### src/rtl/t30_stack_node.sv
// t30_stack_node
// ----------------------------------------------------------------------------
// Passive LIFO memory node for the TIS-100 style node grid. Any of the four
// neighbours may push a word into it or pop the most recent word back out.
// Each edge grants at most one push and at most one pop. When several
// directions request at once, left wins over right, right over up, and up
// over down. All responses are registered and appear one cycle after the
// request is sampled.
//
// Ports
//   clk                 rising-edge system clock
//   reset               asynchronous, active-low reset
//   <dir>_in_data       word offered for push by that neighbour
//   <dir>_in_ready      neighbour is offering a word
//   <dir>_in_ack        one-cycle pulse: offered word was pushed
//   <dir>_out_req       neighbour wants to pop a word
//   <dir>_out_data      last word popped towards that neighbour
//   <dir>_out_ready     one-cycle pulse: out_data is valid, word popped
//   count               number of words currently stored
//   (<dir> is one of left, right, up, down)
// ----------------------------------------------------------------------------
module t30_stack_node #(
    parameter int WIDTH = 11,
    parameter int DEPTH = 15,
    parameter int CNT_W = 4
) (
    input  logic             clk,
    input  logic             reset,
    input  logic [WIDTH-1:0] left_in_data,
    input  logic [WIDTH-1:0] right_in_data,
    input  logic [WIDTH-1:0] up_in_data,
    input  logic [WIDTH-1:0] down_in_data,
    input  logic             left_in_ready,
    input  logic             right_in_ready,
    input  logic             up_in_ready,
    input  logic             down_in_ready,
    output logic             left_in_ack,
    output logic             right_in_ack,
    output logic             up_in_ack,
    output logic             down_in_ack,
    input  logic             left_out_req,
    input  logic             right_out_req,
    input  logic             up_out_req,
    input  logic             down_out_req,
    output logic [WIDTH-1:0] left_out_data,
    output logic [WIDTH-1:0] right_out_data,
    output logic [WIDTH-1:0] up_out_data,
    output logic [WIDTH-1:0] down_out_data,
    output logic             left_out_ready,
    output logic             right_out_ready,
    output logic             up_out_ready,
    output logic             down_out_ready,
    output logic [CNT_W-1:0] count
);

    localparam logic [CNT_W-1:0] DEPTH_C = CNT_W'(DEPTH);

    // Direction index: 0 = left, 1 = right, 2 = up, 3 = down.
    // The lowest index has the highest priority.
    logic [3:0]       in_ready_v;
    logic [3:0]       out_req_v;
    logic [WIDTH-1:0] in_data_a [4];

    logic [3:0]       ack_q;
    logic [3:0]       rdy_q;
    logic [WIDTH-1:0] out_data_q [4];
    logic [CNT_W-1:0] count_q;
    logic [WIDTH-1:0] mem [DEPTH];

    logic [3:0]       push_elig, pop_elig;
    logic [3:0]       push_win, pop_win;
    logic             push_ok, pop_ok;
    logic [WIDTH-1:0] push_data;
    logic [CNT_W-1:0] top_idx;
    logic [CNT_W-1:0] wr_idx;

    assign in_ready_v = {down_in_ready, up_in_ready, right_in_ready, left_in_ready};
    assign out_req_v  = {down_out_req, up_out_req, right_out_req, left_out_req};
    assign in_data_a[0] = left_in_data;
    assign in_data_a[1] = right_in_data;
    assign in_data_a[2] = up_in_data;
    assign in_data_a[3] = down_in_data;

    // A direction whose ack/ready pulse is currently high is masked off.
    // This prevents a second grant on the cycle the neighbour is still
    // retracting its request.
    assign push_elig = in_ready_v & ~ack_q;
    assign pop_elig  = out_req_v & ~rdy_q;

    // Isolate the lowest set bit (x & -x), which is the highest-priority
    // requester.
    assign push_win = push_elig & (~push_elig + 4'd1);
    assign pop_win  = pop_elig & (~pop_elig + 4'd1);

    // An empty stack never answers a pop, even when a push lands on the
    // same edge. A full stack still takes a push if a pop frees the top slot.
    assign pop_ok  = (|pop_win) && (count_q != '0);
    assign push_ok = (|push_win) && ((count_q != DEPTH_C) || pop_ok);

    assign top_idx = count_q - CNT_W'(1);
    // On a simultaneous push and pop, the new word overwrites the old top.
    assign wr_idx  = pop_ok ? top_idx : count_q;

    always_comb begin
        push_data = '0;
        for (int i = 0; i < 4; i++) begin
            if (push_win[i]) begin
                push_data = in_data_a[i];
            end
        end
    end

    // Handshake pulses, popped data and the fill level.
    always_ff @(posedge clk or negedge reset) begin
        if (!reset) begin
            ack_q   <= '0;
            rdy_q   <= '0;
            count_q <= '0;
            for (int i = 0; i < 4; i++) begin
                out_data_q[i] <= '0;
            end
        end else begin
            ack_q <= push_ok ? push_win : 4'd0;
            rdy_q <= pop_ok ? pop_win : 4'd0;
            for (int i = 0; i < 4; i++) begin
                if (pop_ok && pop_win[i]) begin
                    out_data_q[i] <= mem[top_idx];
                end
            end
            if (push_ok && !pop_ok) begin
                count_q <= count_q + CNT_W'(1);
            end else if (pop_ok && !push_ok) begin
                count_q <= count_q - CNT_W'(1);
            end
        end
    end

    // Storage has no reset; its contents only matter below count.
    always_ff @(posedge clk) begin
        if (push_ok && reset) begin
            mem[wr_idx] <= push_data;
        end
    end

    assign left_in_ack     = ack_q[0];
    assign right_in_ack    = ack_q[1];
    assign up_in_ack       = ack_q[2];
    assign down_in_ack     = ack_q[3];
    assign left_out_ready  = rdy_q[0];
    assign right_out_ready = rdy_q[1];
    assign up_out_ready    = rdy_q[2];
    assign down_out_ready  = rdy_q[3];
    assign left_out_data   = out_data_q[0];
    assign right_out_data  = out_data_q[1];
    assign up_out_data     = out_data_q[2];
    assign down_out_data   = out_data_q[3];
    assign count           = count_q;

endmodule

### config.mk
export PLATFORM = sky130hd
export DESIGN_NAME = t30_stack_node
export DESIGN_NICKNAME = d
export VERILOG_FILES = /design/src/rtl/t30_stack_node.sv
export SDC_FILE = /design/constraint.sdc
export NUM_CORES = 1
export LEC_CHECK = 0
export BUFFER_PORTS_ARGS = -buffer_cell sky130_fd_sc_hd__buf_2
export CAP_MARGIN = 30
export CORE_MARGIN = 4
export CORE_UTILIZATION = 45
export DETAILED_ROUTE_END_ITERATION = 6
export GPL_ROUTABILITY_DRIVEN = 0
export GPL_TIMING_DRIVEN = 0
export PLACE_DENSITY = 0.67
export SETUP_SLACK_MARGIN = 0.5
export SKIP_CTS_REPAIR_TIMING = 1
export SKIP_LAST_GASP = 1
export SLEW_MARGIN = 20
export SYNTH_ARGS = -nofsm -noshare
export SYNTH_HDL_FRONTEND = slang
export SYNTH_SLANG_ARGS = --single-unit
### constraint.sdc
create_clock -name clk -period 4.04 [get_ports clk]
set_clock_uncertainty 0.15 [all_clocks]
set_input_delay 0.606 -clock clk [delete_from_list [all_inputs] [get_ports clk]]
set_output_delay 0.606 -clock clk [all_outputs]
set_load 0.02 [all_outputs]
==> results.md, run 1 <==
* Status: finished clean
* Asr flop ratio synth at 25.34%
* Int Pwr at 0.006442 W
* Multiplexer share of the synthesized area at 20.32%
* Layout Area Growth over Synthesis at 25.22%
* Most common cell after layout, fill and taps aside: edfxtp_1
* Main combinational cell family by area after synthesis: multiplexers
* Final slew viol count at 0
* Adder-Cell Fraction of Synth Area at 0.4127%
* EDFF count, synth at 165
* Synth area leaders: edfxtp_1 54%, dfrtp_1 15%, mux2_2 8.2%
* WHS at 0.0009902 ns
* Slowest library cell on the worst path: or4_4
* Compound-gate portion of the synthesized area at 2.806%
* Routed Antenna Nets at 0
* Fin crit share at 86.73%
* H-tree depth at 1
* Post-synth top area cell: edfxtp_1
* Fmax at 0.2854 GHz
* Switching portion of total power at 36.64%
* Net load switching power at 0.003725 W
* Commonest cells after routing, fill and taps aside: 165 x edfxtp_1, 113 x buf_2, 66 x mux2_2, 55 x dfrtp_1, 30 x mux4_2
* Total grt overflow at 0
* CP arrival at 3.56 ns
* FILL cells at 1484
* RSZ-0062 raised after global routing: yes
* Vias in the first global route at 5223
* Pleak at 4.250 nW
* #FFs+latches synth at 221
* Placeable Area at 0.01965 mm²
* Initial antenna violation count at 1
* Sequential power share at 31.9%
* Critical Path Fanout Max at 11
* Sequential cell area fraction in the yosys report at 69.89%
* Clk root buf: clkbuf_16
* Worst VDD drop at 0.0003626 V
* Share of the synthesized area in the top cell type at 54.48%
* Pin count of the biggest net entering global routing at 58
* Final setup violation count at 0
* Worst setup SP type: flip-flop
* Final min period at 3.504 ns
* Synth unique cells at 42
* Clock Tree Buf Depth at 3
* Post-DP Area at 0.01009 mm²
* First-pass GRT wire length at 30560 µm
* ANT cells at 0
* Sinks on Clock Net at 221
* Min-Delay Path Class: in2async
* Syn avg cell area at 18.12 µm²
* Pwr/cell area at 892.8 mW/mm²
* Synth warn at 0
* MaxCap Viol Count at 0
* Total power at 0.01017 W
* Die Y at 150.2 µm
* Worst Max-Slew Pin Slew at 0.8039 ns
* CP max stage delay at 0.62 ns
* Dpl hpwl at 14410 µm
* WP data required at 4.10 ns
* Most Frequent Cell on Critical Path: buf_4
* Vias at 5257
* Endpoints failing hold at 0
* Post-route cell area at 0.01139 mm²
* Final routed wire length divided by cell count at 22.27 µm
* FP Rows at 51
* DRC at 0
* Layout cells sized above 1 at 48.02%
* Vias per inst at 5.557
* Die X at 150.2 µm
* Rel. slew slack at 45.91%
* TritonCTS Buffers at 23
* Detailed router's first-iteration violation count at 471
* Full die area at 0.02255 mm²
* Power share of the combinational group at 48.0%
* 1st-pass router iterations at 6
* I/O Buffers at 109
* Clock slew at reported path FFs at 0.06 ns
* Post-Synth XOR/XNOR Area at 0.7566%
* Crit. End Element: flip-flop
* Worst-path cell chain: buf_4 -> buf_6 -> inv_6 -> buf_8 -> ha_4 -> nor3b_4 -> a41oi_2 -> buf_4 -> a22o_2 -> or4_4 -> nor2_4 -> buf_12
* GRT Total Usage at 18.00%
* Ys flop type: edfxtp_1
* Simple-gate share of the synthesized area at 3.838%
* Clock share of power at 20.1%
* Final #Nets at 724
* Routed WL at 21070 µm
* Syn nets at 559
* CTS tree: yes
* Final Util at 57.95%
* Post-Syn Instances at 502
* Reg2reg path depth at 12
* Initial Util at 46.28%
* Top-Level Pins at 110
* Mapped cell area at 0.009095 mm²
* Worst Setup Path Type: reg2reg
* Clock latency on the worst-skew pair at 0.49 ns
[logic make-up (layout without fill, tap and decap cells)]
group,Yosys count,count (layout)
AO/OA/AOI/OAI,35,35
XOR/XNOR,7,7
adder cells (fa/ha/maj),3,3
buffers and inverters,33,212
flip-flops,221,221
multiplexers,134,134
AND/OR/NAND/NOR,69,69
[sequential cells by signal (all words and copies together), names as in the netlist]
name            flops
down_out_data      11
ack_q               4
right_out_data     11
rdy_q               4
left_out_data      11
count               4
mem               165
up_out_data        11
[metal layers]
layer | wire length [µm] | vias up | GRT usage [%]
met3 | 1392 | 28 | 2.649
met4 | 353 | 0 | 3.797
met5 | 0 | - | 0
met2 | 10690 | 222 | 30.59
li1 | - | 2323 | -
met1 | 8637 | 2684 | 24.98
[worst max-delay path: cells and delay by family (launching register included)]
family	cells	cell delay [ns]
AOI/OAI and AO/OA	2	0.32
adders and majority gates	1	0.22
DFF	1	0.45
buffers and inverters	6	1.03
and+or+nand+nor	3	1.01
[cell usage after synthesis, drive strengths merged (4+ instances only)]
cell,count
edfxtp,165
mux2,66
dfrtp,56
mux2i,35
mux4,33
nor2,29
buf,14
a21oi,13
clkbuf,12
a222oi,11
nor2b,9
nor3,8
inv,7
nand2b,5
xor2,5
a31oi,4
nand2,4
[power by group through the flow]
stage | registers [W] | logic, W | clock network (W)
floorplan | 0.00356 | 0.00262 | 0
global placement | 0.00326 | 0.00411 | 0
detailed placement | 0.00329 | 0.00426 | 0
CTS | 0.00325 | 0.00428 | 0.00209
global route | 0.00329 | 0.00518 | 0.00219
finish | 0.00324 | 0.00488 | 0.00205
[path summary, 6_finish.rpt]
path                       slack, ns                     startpoint                            end
max in group asynchronous       3.25                          reset           count[0]$_DFFE_PN0P_
min                            0.001                          reset     up_out_data[4]$_DFFE_PN0P_
max                             0.54           count[0]$_DFFE_PN0P_            mem[7][5]$_DFFE_PP_
min in group clk                0.27                    up_in_ready             ack_q[2]$_DFF_PN0_
max reg2reg                     0.54           count[0]$_DFFE_PN0P_            mem[7][5]$_DFFE_PP_
min reg2reg                     0.35  right_out_data[5]$_DFFE_PN0P_  right_out_data[5]$_DFFE_PN0P_
[cell type report]
type | count | area [µm²] | area share (%)
Buffer | 26 | 192.7 | 1.692
Clock buffer | 33 | 684.4 | 6.010
Clock inverter | 6 | 56.30 | 0.4944
Inverter | 7 | 31.28 | 0.2747
Multi-Input combinational cell | 248 | 2834 | 24.88
Sequential cell | 221 | 6357 | 55.82
Tap cell | 265 | 331.6 | 2.911
Timing Repair Buffer | 140 | 900.9 | 7.910
[through the flow]
step	TNS, ns	std cells	setup WS, ns
6_report	0	946	0.5362
5_1_grt	0	946	0.4461
4_1_cts	-81.80	924	-0.5763
3_5_place_dp	-75.32	885	-0.5068
3_3_place_gp	-74.95	876	-0.7024
2_1_floorplan	0	502	0.3975
Power figures use the tool's default switching activity.
==> run 2, diff against run 1 <==
--- a/config.mk
+++ b/config.mk
@@ -5,6 +5,7 @@
 export SDC_FILE = /design/constraint.sdc
 export NUM_CORES = 1
 export LEC_CHECK = 0
+export ABC_AREA = 1
 export BUFFER_PORTS_ARGS = -buffer_cell sky130_fd_sc_hd__buf_2
 export CAP_MARGIN = 30
 export CORE_MARGIN = 4
==> run 2 against run 1 <==
Effect of this change:
- global-route usage up 3.3 points
- non-clock buffer count up 9
- sequential share of layout area down 0.95 points
- power up 0.43%
- cell area up 1.7%
- sequential cell count unchanged
- fmax up 0.76%
- count of clock-buffer cells in the layout down 1
- synthesized cell count up 83%
- area after synthesis up 5.0%
- sequential power down 2%
- clock power up 11%
- critical path type unchanged
- largest cell class unchanged
==> results.md, run 2 <==
* Status: finished clean
* Worst Max-Slew Pin Slew at 0.9452 ns (+0.1413 ns)
* WHS at 0.03432 ns (+0.03332 ns)
* Die Y at 153.7 µm (+2.3%)
* Worst Setup Path Type: reg2reg
* Setup slack, reg-to-reg at 0.56 ns (+0.03 ns)
* Final Util at 55.27% (-2.7 points)
* TritonCTS Buffers at 24 (+4.3%)
* Ys flop type: edfxtp_1
* FILL cells at 1836 (+24%)
* Final min period at 3.477 ns (-0.02628 ns)
* CTS tree: yes
* Final WS setup at 0.5625 ns (+0.02628 ns)
* Top-Level Pins at 110 (unchanged)
* GRT met2 Usage at 34.64% (+4.0 points)
* WP data required at 4.11 ns (about the same)
* Switching portion of total power at 44.12% (+7.5 points)
* 1st-pass router iterations at 5 (-1)
* Layout Cells excl Fill at 1364 (+44%)
* FP Rows at 53 (+3.9%)
* Synth unique cells at 33 (-21%)
* Endpoints failing hold at 0 (unchanged)
* Rel. slew slack at 36.99% (-8.9 points)
* MaxCap Viol Count at 0 (unchanged)
* H-tree depth at 1 (unchanged)
* Setup crit start: count[0]$_DFFE_PN0P_
* GRT Max-Usage Layer: met2
* Final routed wire length divided by cell count at 18.76 µm (-16%)
* Layout Area Growth over Synthesis at 21.29%
* EDFF count, synth at 165 (unchanged)
* Total power at 0.01021 W (+0.43%)
* Routed Antenna Nets at 0 (unchanged)
* First-pass GRT wire length at 39080 µm (+28%)
* Fin crit share at 86.08% (-0.65 points)
* Vias at 7175 (+36%)
* Routed WL at 25580 µm (+21%)
* Reg2reg path depth at 13 (+1)
* Fmax at 0.2876 GHz (+0.76%)
* Critical Path Fanout Max at 10 (-1)
* Sequential power share at 31.0% (-0.9 points)
* ANT cells at 0 (unchanged)
* RSZ-0062 raised after global routing: yes
* Area of the multi-input gates at 0.002949 mm² (+4.1%)
* Detailed router's first-iteration violation count at 744 (+58%)
* R2R Path Start: count[0]$_DFFE_PN0P_
* Net load switching power at 0.004506 W (+21%)
* Worst setup SP type: flip-flop
* Placeable Area at 0.02096 mm² (+6.6%)
* Sinks on Clock Net at 221 (unchanged)
* Crit. End Element: flip-flop
* Dpl hpwl at 17730 µm (+23%)
* Commonest cells after routing, fill and taps aside: 279 x nand2_1, 165 x edfxtp_1, 127 x buf_2, 121 x nor2_1, 72 x nand3_1
* Sequential cell area fraction in the yosys report at 66.56% (-3.3 points)
* Grt met3 use at 4.053% (+1.4 points)
* Pin count of the biggest net entering global routing at 58 (unchanged)
* Pre-CTS setup slack at 0.1997 ns (+0.7064 ns)
* GRT Total Usage at 21.26% (+3.3 points)
* Share of the synthesized area in the top cell type at 51.89% (-2.6 points)
* Clock latency on the worst-skew pair at 0.51 ns (+0.02 ns)
* Post-synth top area cell: edfxtp_1
* Initial Util at 45.57% (-0.71 points)
* Most flops, register: mem
* Syn avg cell area at 10.39 µm² (-43%)
* Min-Delay Path Class: in2async
* Global routing usage on met1 at 29.60% (+4.6 points)
* Clock Tree Buf Depth at 3 (unchanged)
* Pleak at 4.929 nW (+16%)
* Final setup violation count at 0 (unchanged)
* I/O Buffers at 109 (unchanged)
* CP arrival at 3.54 ns (-0.02 ns)
* #FFs+latches synth at 221 (unchanged)
* Max reg flops at 165 (unchanged)
* Pwr/cell area at 881.6 mW/mm² (-1.2%)
* Most common cell after layout, fill and taps aside: nand2_1
* Worst r2r dst: mem[6][5]$_DFFE_PP_
* Asr flop ratio synth at 25.34% (unchanged)
* Die X at 153.7 µm (+2.3%)
* Layout cells sized above 1 at 23.78% (-24 points)
* Total grt overflow at 0 (unchanged)
* Clk root buf: clkbuf_16
* Vias in the first global route at 6869 (+32%)
* Mapped cell area at 0.009549 mm² (+5.0%)
* Initial antenna violation count at 0 (-1)
* Int Pwr at 0.005706 W (-11%)
* Syn nets at 976 (+75%)
* Synth warn at 0 (unchanged)
* Synth cell count leaders: 279 x nand2_1, 165 x edfxtp_1, 132 x nor2_1
* Power share of the combinational group at 46.8% (-1.2 points)
* Clock slew at reported path FFs at 0.06 ns (about the same)
* Vias per inst at 5.260 (-5.3%)
* Post-Syn Instances at 919 (+83%)
* Storage cell area at 0.006356 mm² (about the same)
* DRC at 0 (unchanged)
* Clock share of power at 22.2% (+2.1 points)
* Final slew viol count at 0 (unchanged)
* Count leader, synth: nand2_1
* Final #Nets at 1129 (+56%)
* Inst Count DP at 1313 (+48%)
* Worst VDD drop at 0.0004280 V (+18%)
* Full die area at 0.02361 mm² (+4.7%)
* Synth area leaders: edfxtp_1 52%, dfrtp_1 15%, nand2_1 11%
==> run 2: cell families (layout without fill, tap and decap cells) <==
logic type,count (synthesis),in the layout,share of synthesized area [%]
fa+ha+maj,3,3,0.3931
xor+xnor,5,5,0.6945
simple gates,527,527,23.68
compound gates,78,78,4.743
buf+inv,85,255,3.931
flops,221,221,66.56
==> run 2: layer usage <==
metal	vias up	part of all wire, %
li1	3400	-
met1	3426	43
met2	302	47
met3	47	7.8
met4	0	2.6
met5	-	0
==> run 2: worst max path at each step <==
| stage | endpoint | slack, ns | cells past startpoint |
|---|---|---|---|
| 2_1_floorplan | mem[11][0]$_DFFE_PP_ | 0.92 | 12 |
| 3_3_place_gp | mem[3][5]$_DFFE_PP_ | -0.04 | 12 |
| 3_5_place_dp | mem[14][7]$_DFFE_PP_ | 0.20 | 12 |
| 4_1_cts | mem[14][5]$_DFFE_PP_ | 0.17 | 12 |
| 5_1_grt | mem[6][5]$_DFFE_PP_ | 0.37 | 13 |
| 6_report | mem[6][5]$_DFFE_PP_ | 0.56 | 13 |
==> run 2: layout make-up <==
| class | instances | area share, % |
|---|---|---|
| plain buffers | 48 | 2.107 |
| clock buffers | 32 | 6.157 |
| clock inverters | 11 | 1.059 |
| inverters | 37 | 1.199 |
| multi-input cells | 613 | 25.46 |
| flip-flops and latches | 221 | 54.88 |
| well taps | 275 | 2.971 |
| repair buffers | 127 | 6.168 |
==> run 2: critical path: stages (launching register included) <==
cell and delay, ns:
dfrtp_1 0.42, clkbuf_4 0.21, inv_2 0.18, clkbuf_2 0.27
ha_1 0.26, buf_4 0.18, inv_2 0.07, buf_2 0.22
clkbuf_4 0.27, nand2_1 0.07, nand2_1 0.12, nand3_2 0.18
nor2_2 0.36, buf_6 0.21
==> run 2: through the flow <==
step	instance area (µm²)	setup TNS, ns
2_1_floorplan	9549	0
3_3_place_gp	10440	-0.4559
3_5_place_dp	10610	0
4_1_cts	11440	0
5_1_grt	11580	0
6_report	11580	0
==> run 2: power by group through the flow <==
stage	Combinational, W	Sequential, W	Clock, W
finish	0.00478	0.00316	0.00227
global route	0.00520	0.00320	0.00240
CTS	0.00465	0.00316	0.00230
detailed placement	0.00463	0.00320	0
global placement	0.00452	0.00320	0
floorplan	0.00270	0.00345	0
